===== src/rtl/counter_sequencer_if.sv =====
// ============================================================================
// Module   : counter_sequencer_if
// Purpose  : Run-command valid/ready bus for counter_sequencer.
//            BOUNCE_MODE_EN adds the cmd_bounce field.
// Revision : 1.0 - initial release
// ============================================================================
`default_nettype none

interface counter_sequencer_if #(
  parameter int WIDTH = 8,
  parameter int REPW  = 4
);
  logic             cmd_valid;
  logic             cmd_ready;
  logic [WIDTH-1:0] cmd_start;
  logic [WIDTH-1:0] cmd_limit;
  logic             cmd_dir;
  logic [REPW-1:0]  cmd_reps;
`ifdef BOUNCE_MODE_EN
  logic             cmd_bounce;

  modport master (
    output cmd_valid, cmd_start, cmd_limit, cmd_dir, cmd_reps, cmd_bounce,
    input  cmd_ready
  );
  modport slave (
    input  cmd_valid, cmd_start, cmd_limit, cmd_dir, cmd_reps, cmd_bounce,
    output cmd_ready
  );
`else
  modport master (
    output cmd_valid, cmd_start, cmd_limit, cmd_dir, cmd_reps,
    input  cmd_ready
  );
  modport slave (
    input  cmd_valid, cmd_start, cmd_limit, cmd_dir, cmd_reps,
    output cmd_ready
  );
`endif
endinterface

`default_nettype wire


===== src/rtl/counter_sequencer.sv =====
// ============================================================================
// Module   : counter_sequencer
// Purpose  : Run controller for an 8-bit up/down loadable counter.
//            Optional BOUNCE_MODE_EN: non-final hits reverse direction.
// Revision : 1.0 - initial release
// ============================================================================
`default_nettype none

module counter_sequencer #(
  parameter int WIDTH = 8,
  parameter int REPW  = 4
) (
  input  wire logic             clock,
  input  wire logic             clear,
  counter_sequencer_if.slave    cmd,
  input  wire logic             pause,
  input  wire logic             abort,
  input  wire logic [WIDTH-1:0] q_in,
  output logic                  cnt_load,
  output logic                  cnt_up,
  output logic                  cnt_down,
  output logic [WIDTH-1:0]      cnt_preset,
  output logic                  busy,
  output logic                  tc,
  output logic                  done
);

  localparam logic [1:0] c_st_idle = 2'd0;
  localparam logic [1:0] c_st_load = 2'd1;
  localparam logic [1:0] c_st_run  = 2'd2;
  localparam logic [1:0] c_st_done = 2'd3;

  logic [1:0]       r_state;
  logic [1:0]       w_next_state;
  logic [WIDTH-1:0] r_start;
  logic [WIDTH-1:0] r_limit;
  logic             r_dir;
  logic [REPW-1:0]  r_rep_cnt;
  logic             w_accept;
  logic             w_hit;
  logic             w_repeat;
`ifdef BOUNCE_MODE_EN
  logic             r_bounce;
`endif

  // State register plus the latched command fields
  always_ff @(posedge clock or posedge clear) begin
    if (clear) begin
      r_state   <= c_st_idle;
      r_start   <= '0;
      r_limit   <= '0;
      r_dir     <= 1'b0;
      r_rep_cnt <= '0;
`ifdef BOUNCE_MODE_EN
      r_bounce  <= 1'b0;
`endif
    end else begin
      r_state <= w_next_state;
      if (w_accept) begin
        r_start   <= cmd.cmd_start;
        r_limit   <= cmd.cmd_limit;
        r_dir     <= cmd.cmd_dir;
        r_rep_cnt <= cmd.cmd_reps;
`ifdef BOUNCE_MODE_EN
        r_bounce  <= cmd.cmd_bounce;
`endif
      end else if (w_repeat) begin
        r_rep_cnt <= r_rep_cnt - REPW'(1);
`ifdef BOUNCE_MODE_EN
        if (r_bounce) begin
          r_start <= r_limit;
          r_limit <= r_start;
          r_dir   <= ~r_dir;
        end
`endif
      end
    end
  end

  always_comb begin
    w_accept     = (r_state == c_st_idle) && cmd.cmd_valid;
    w_hit        = (r_state == c_st_run) && !pause && (q_in == r_limit);
    w_repeat     = w_hit && !abort && (r_rep_cnt != '0);
    w_next_state = r_state;
    case (r_state)
      c_st_idle: if (w_accept) w_next_state = c_st_load;
      c_st_load: w_next_state = abort ? c_st_idle : c_st_run;
      c_st_run: begin
        if (abort)
          w_next_state = c_st_idle;
        else if (w_hit && (r_rep_cnt == '0))
          w_next_state = c_st_done;
      end
      c_st_done: w_next_state = c_st_idle;
      default:   w_next_state = c_st_idle;
    endcase
  end

  // The counter cannot stop on its own, so "hold" means reloading q_in
  always_comb begin
    cnt_load      = 1'b1;
    cnt_preset    = q_in;
    cnt_up        = 1'b0;
    cnt_down      = 1'b0;
    tc            = 1'b0;
    busy          = (r_state != c_st_idle);
    done          = (r_state == c_st_done);
    cmd.cmd_ready = (r_state == c_st_idle);
    case (r_state)
      c_st_load: if (!abort) cnt_preset = r_start;
      c_st_run: begin
        cnt_up   = r_dir;
        cnt_down = ~r_dir;
        tc       = w_hit;
        if (!abort && !pause && !w_hit) begin
          cnt_load = 1'b0;
        end else if (w_repeat) begin
`ifdef BOUNCE_MODE_EN
          if (r_bounce) begin
            // Turn around on the spot: count away from the old limit now
            cnt_load = 1'b0;
            cnt_up   = ~r_dir;
            cnt_down = r_dir;
          end else begin
            cnt_preset = r_start;
          end
`else
          cnt_preset = r_start;
`endif
        end
      end
      default: ;
    endcase
  end

endmodule

`default_nettype wire

===== src/flat_wrapper.sv =====
// flat-port wrapper written by rule: the top's interface ports become plain ports
module counter_sequencer_flat 
#(
  parameter int WIDTH = 8,
  parameter int REPW  = 4
)
  (clock, clear, pause, abort, q_in, cnt_load, cnt_up, cnt_down, cnt_preset, busy, tc, done, cmd_cmd_valid, cmd_cmd_start, cmd_cmd_limit, cmd_cmd_dir, cmd_cmd_reps, cmd_cmd_ready);
  counter_sequencer_if #(.WIDTH(WIDTH), .REPW(REPW)) cmd_i ();
  input  wire logic clock;
  input  wire logic clear;
  input  wire logic pause;
  input  wire logic abort;
  input  wire logic [WIDTH-1:0] q_in;
  output logic cnt_load;
  output logic cnt_up;
  output logic cnt_down;
  output logic [WIDTH-1:0] cnt_preset;
  output logic busy;
  output logic tc;
  output logic done;
  input wire logic [$bits(cmd_i.cmd_valid)-1:0] cmd_cmd_valid;
  input wire logic [$bits(cmd_i.cmd_start)-1:0] cmd_cmd_start;
  input wire logic [$bits(cmd_i.cmd_limit)-1:0] cmd_cmd_limit;
  input wire logic [$bits(cmd_i.cmd_dir)-1:0] cmd_cmd_dir;
  input wire logic [$bits(cmd_i.cmd_reps)-1:0] cmd_cmd_reps;
  output wire logic [$bits(cmd_i.cmd_ready)-1:0] cmd_cmd_ready;
  assign cmd_i.cmd_valid = cmd_cmd_valid;
  assign cmd_i.cmd_start = cmd_cmd_start;
  assign cmd_i.cmd_limit = cmd_cmd_limit;
  assign cmd_i.cmd_dir = cmd_cmd_dir;
  assign cmd_i.cmd_reps = cmd_cmd_reps;
  assign cmd_cmd_ready = cmd_i.cmd_ready;
  counter_sequencer #(.WIDTH(WIDTH), .REPW(REPW)) u_core (.clock(clock), .clear(clear), .cmd(cmd_i), .pause(pause), .abort(abort), .q_in(q_in), .cnt_load(cnt_load), .cnt_up(cnt_up), .cnt_down(cnt_down), .cnt_preset(cnt_preset), .busy(busy), .tc(tc), .done(done));
endmodule

===== config.mk =====
export PLATFORM = sky130hd
export DESIGN_NAME = counter_sequencer_flat
export DESIGN_NICKNAME = d
export VERILOG_FILES = /design/src/rtl/counter_sequencer_if.sv /design/src/rtl/counter_sequencer.sv /design/src/flat_wrapper.sv
export SDC_FILE = /design/constraint.sdc
export NUM_CORES = 1
export LEC_CHECK = 0
export CORE_UTILIZATION = 44
export DETAILED_ROUTE_END_ITERATION = 10
export PLACE_DENSITY = 0.83
export SYNTH_ARGS = -nofsm -noshare
export SYNTH_HDL_FRONTEND = slang
export SYNTH_SLANG_ARGS = --single-unit

===== constraint.sdc =====
create_clock -name clock -period 2.27 [get_ports clock]
set_input_delay 0.454 -clock clock [delete_from_list [all_inputs] [get_ports clock]]
set_output_delay 0.454 -clock clock [all_outputs]
set_load 0.01 [all_outputs]

Yosys cells after proc, flatten, opt, wreduce, memory -nomap -nowiden
Cells that the tools add are included.
- register bits: 23
- output and inout bits: 15
- logic and storage cells: 46
- add/subtract/negate cells: 1
- equality and inequality tests: 6
- mux-type cells: 16
- bitwise operators: 1
- reductions and logical operators: 17
- operators with widths (cell ; number):
    $mux W8 ; 3
    $pmux W8 S2 ; 1
    $eq A8 B8 Y1 ; 1
    $logic_and A1 B1 Y1 ; 8
    $mux W2 ; 4
    $mux W4 ; 2
    $pmux W2 S4 ; 1
    $mux W1 ; 5
    $eq A2 B2 Y1 const B ; 2
    $logic_not A4 Y1 ; 1
    $reduce_bool A2 Y1 ; 2
    $reduce_bool A4 Y1 ; 1
    $sub A4 B1 Y4 const B ; 1
    $logic_not A1 Y1 ; 3
    $ne A3 B3 Y1 const B ; 1
    $eq A2 B1 Y1 const B ; 1
    $logic_not A2 Y1 ; 1
    $ne A2 B1 Y1 const B ; 1
    $reduce_and A2 Y1 ; 1
    $not A1 Y1 ; 1

Longest topological paths before layout
- word-level depth: 8
- depth in mapped cells: 8

Worst setup path after synthesis
OpenSTA, ideal clock, no wires.
- path type: input port to output port
- start: input port q_in[2]
- end: output port cnt_preset[0]
- arrival: 1.531 ns
- required time: 1.816 ns
- setup slack: 0.285 ns
- stages: 5
- path buffers: 0
- path through: xor2_1 > nor4_2 > nand4_1 > o21ai_2 > a22o_1
- word-level cells in the longest chain between the ends: 7
- RTL lines (element ; line ; text):
    from (decl) ; flat_wrapper.sv:13 ; input wire logic [WIDTH-1:0] q_in;
    $eq A8 B8 Y1 (*) ; counter_sequencer.sv:82 ; w_hit = (r_state == c_st_run) && !pause && (q_in == r_limit);
    $logic_and A1 B1 Y1 (*) ; counter_sequencer.sv:82 ;
    $logic_and A1 B1 Y1 (2 in series) ; counter_sequencer.sv:83 ; w_repeat = w_hit && !abort && (r_rep_cnt != '0);
    $mux W8 ; counter_sequencer.sv:117 ; end else if (w_repeat) begin
    $mux W8 (*) ; counter_sequencer.sv:115 ; if (!abort && !pause && !w_hit) begin
    $pmux W8 S2 (*) ; counter_sequencer.sv:109 ; case (r_state)
    to (decl) ; flat_wrapper.sv:17 ; output logic [WIDTH-1:0] cnt_preset;
Mark *: on every way between the ends. The rest lies on a longest branch, timed or not.

Worst setup path in the final report
- start: input port q_in[0]
- end: output port cnt_preset[3]
The elaborated chain is that of the path after synthesis.

==> results.toml <==
[status]
outcome = "complete, but fails checks"
violations = "design-rule violations, negative setup slack"

[timing]
max_freq_mhz = 394
hold_violations = 0
rsz0062_at_grt = "yes"
worst_pin_slew_ns = 0.423
finalMaxSlewViolations = 0
setup_violations = 9
clock_skew_ns = 0.00675
setup_ws_ns = -0.266
fin_crit_ns = 2.54
tns_ns = -2.03
period_share_pct = 112
slew_headroom_pct = 71.8

[floorplan]
rows = 19
core_sq_um = 2830
pin_count = 49
start_util_pct = 47.7
dieArea_sq_um = 3290
fp.dieW_um = 57.4
die_h_um = 57.4

[route]
wl_per_cell_um = 14.8
dr.pass1.iters = 7
drt_iter0_markers = 41
vias = 1363
viasPerCell = 5.24
postRouteAntennaNets = 0
drcViolationCount = 3
wl_mm = 3.85

[setup_path]
crit_path_end_kind = "primary output"
critical_path_arrival_ns = 2.08
path_class = "input pin to primary output"
cp-start-kind = "input pin"
worst-path-max-fanout = 8
required_ns = 1.82

[global_routing]
grt_pass1_vias = 1368
gr-usage-all-layers_pct = 25.0
antenna_found_initial = 0
grt_overflow = 0
grt_max_degree = 24
grt_pass1_wl_mm = 6.24

[clock_tree]
clk_latency_ns = 0.32
htreeDepth = 1
clkSlewWorstSetupHoldPaths_ns = 0.14
clock_sinks = 23
clockBufferDepth = 2
cts_tree = "built"
ctsHoldBuffers = 0
cts_root_buffer = "clkbuf_4"
cts_inserted_buffers = 3

[cells_and_area]
diodes = 0
fin_cells = 260
syn_to_final_growth_pct = 53.7
nFillCells = 223
nets = 269
drive_gt1_share_pct = 24.0

[synth]
yosys_warnings = 0
avgSynthCellArea_sq_um = 8.59
synth_nets = 196
yosysTopAreaCell = "dfrtp_1"
synth_top_area_share_pct = 42.7
ys_ff_latch = 23
yosysSeqAreaShare_pct = 42.7
postSynthCellCount = 157
synth_area_leaders = "dfrtp_1 43%, nand2_1 16%, a22o_1 5.2%, xor2_1 5.2%, ha_1 4.6%"
netlist_area_sq_um = 1350
ys_types = 32

[place]
preCtsSetupSlack_ns = -0.773
port_buffers = 48
gp_congestion = 0.890
placedCellCount = 251
place_hpwl_mm = 2.76

[pwr]
switching_share_pct = 42.3
p_per_area_nw_per_um2 = 1180
sequentialPowerShare_pct = 30.9
clkPwrFrac_pct = 8.3
p_sw_w = 0.00104
p_leak_nw = 1.04
power.internal_w = 0.00142
total_power_w = 0.00246
p_comb_share_pct = 60.8
ir_drop_mv = 0.662

[flow_run]
drv_cap = 0

[min_path]
hp-class = "input pin to asynchronous set/reset pin"
cell usage in the layout (no fill, tap or decap), drive strengths merged:
| cell type | instances |
|---|---|
| nand3 | 1 |
| a31oi | 2 |
| inv | 6 |
| dlygate4sd2 | 11 |
| xnor2 | 1 |
| nand3b | 3 |
| ha | 5 |
| buf | 34 |
| or3 | 1 |
| a2bb2oi | 1 |
| a22o | 8 |
| nand2b | 1 |
| clkinvlp | 1 |
| o21a | 1 |
| mux2 | 1 |
| nor4 | 2 |
| nand4 | 2 |
| and2 | 3 |
| clkbuf | 4 |
| dfrtp | 23 |
| nor2 | 9 |
| o21ai | 3 |
| nand2 | 59 |
| nor3 | 2 |
| nor3b | 1 |
| clkdlybuf4s50 | 27 |
| a21bo | 2 |
| xor2 | 8 |
| and4 | 1 |
| nor2b | 3 |
| o22a | 1 |
| mux2i | 2 |
what timing repair did:
item | in CTS | in global routing
resized for setup | 58 | 5
setup endpoints to repair | 12 | 10
pin swaps | 16 | 10
buffers inserted | 3 | 3
synth_stat cells:
cell type	number
xnor2_1	1
a21bo_2	2
nor3_1	1
o21a_1	1
buf_6	1
nor4_2	1
o22a_1	1
nand3b_1	3
and4_1	1
nor3b_1	1
dfrtp_1	23
nor4_1	1
nor2_1	9
nand2b_1	1
nand2_1	59
nor2b_1	3
o21ai_0	2
a2bb2oi_1	1
clkbuf_1	4
mux2_4	1
inv_1	6
or3_1	1
mux2i_1	2
nand3_1	1
and2_1	3
xor2_1	8
nand4_1	2
ha_1	5
o21ai_2	1
a22o_1	8
nor3_4	1
a31oi_1	2
per-stage QoR:
stage / hold WS [ns] / utilization [%] / instance area [sq um]
5_1_grt: 0.491 / 73.3 / 2070
4_1_cts: 0.458 / 72.2 / 2040
3_3_place_gp: 0.460 / 70.4 / 1990
3_5_place_dp: 0.471 / 70.4 / 1990
6_report: 0.445 / 73.3 / 2070
2_1_floorplan: 0.446 / - / 1350
critical path, stage by stage:
cell and delay [ns]:
dlygate4sd2_1 0.28, xor2_2 0.22, nor4_4 0.34, nand4_1 0.17, o21ai_2 0.17, buf_6 0.16
a22o_1 0.15, buf_2 0.13
logic make-up (layout without fill, tap and decap cells):
group	Yosys count	after routing	synth area share, %
flip-flops	23	23	42.7
AND/OR/NAND/NOR	88	88	29.8
AO/OA/AOI/OAI	18	18	10.9
multiplexers	3	3	2.60
buffers and inverters	11	83	3.62
adder cells (fa/ha/maj)	5	5	4.64
XOR/XNOR	9	9	5.84
area by class of cell:
class	count	area, sq um	share of cell area [%]
inverter	6	22.5	1.09
clock buffer	3	22.5	1.09
multi-input combinational	123	798	38.5
tap	31	38.8	1.87
sequential	23	576	27.8
clock inverter	1	7.51	0.362
timing repair buffer	73	608	29.3
power groups by stage:
stage          registers, W  clock network (W)  logic (W)
2_1_floorplan      0.000720                  0   0.000827
3_3_place_gp       0.000741                  0    0.00140
3_5_place_dp       0.000745                  0    0.00147
4_1_cts            0.000753           0.000208    0.00145
5_1_grt            0.000780           0.000224    0.00163
6_report           0.000759           0.000205    0.00149
state kept, by name, indices dropped and copies added (netlist names):
| signal | flops |
|---|---|
| u_core.r_rep_cnt | 4 |
| u_core.r_start | 8 |
| u_core.r_limit | 8 |
| u_core.r_state | 2 |
| u_core.r_dir | 1 |
layer usage:
layer | part of all wire (%) | vias to the layer above | GRT usage [%]
li1 | - | 655 | -
met3 | 6.8 | 6 | 5.90
met2 | 53 | 56 | 47.0
met1 | 39 | 646 | 29.7
met5 | 0 | - | 0
met4 | 1.1 | 0 | 2.09
worst paths after layout:
| path | from | end | slack [ns] | cells past startpoint |
|---|---|---|---|---|
| worst min-delay path | clear | u_core.r_start[6]$_DFFE_PP0P_ | 0.45 | 3 |
| worst max-delay path | q_in[0] | cnt_preset[3] | -0.27 | 8 |
| min in group clock | u_core.r_start[2]$_DFFE_PP0P_ | u_core.r_start[2]$_DFFE_PP0P_ | 0.50 | 2 |
| worst min register to register | u_core.r_start[2]$_DFFE_PP0P_ | u_core.r_start[2]$_DFFE_PP0P_ | 0.50 | 2 |
| max in group asynchronous | clear | u_core.r_start[2]$_DFFE_PP0P_ | 1.58 | 3 |
| worst max register to register | u_core.r_limit[4]$_DFFE_PP0P_ | u_core.r_rep_cnt[1]$_DFFE_PP0P_ | 0.32 | 7 |
Power figures use the tool's default switching activity.
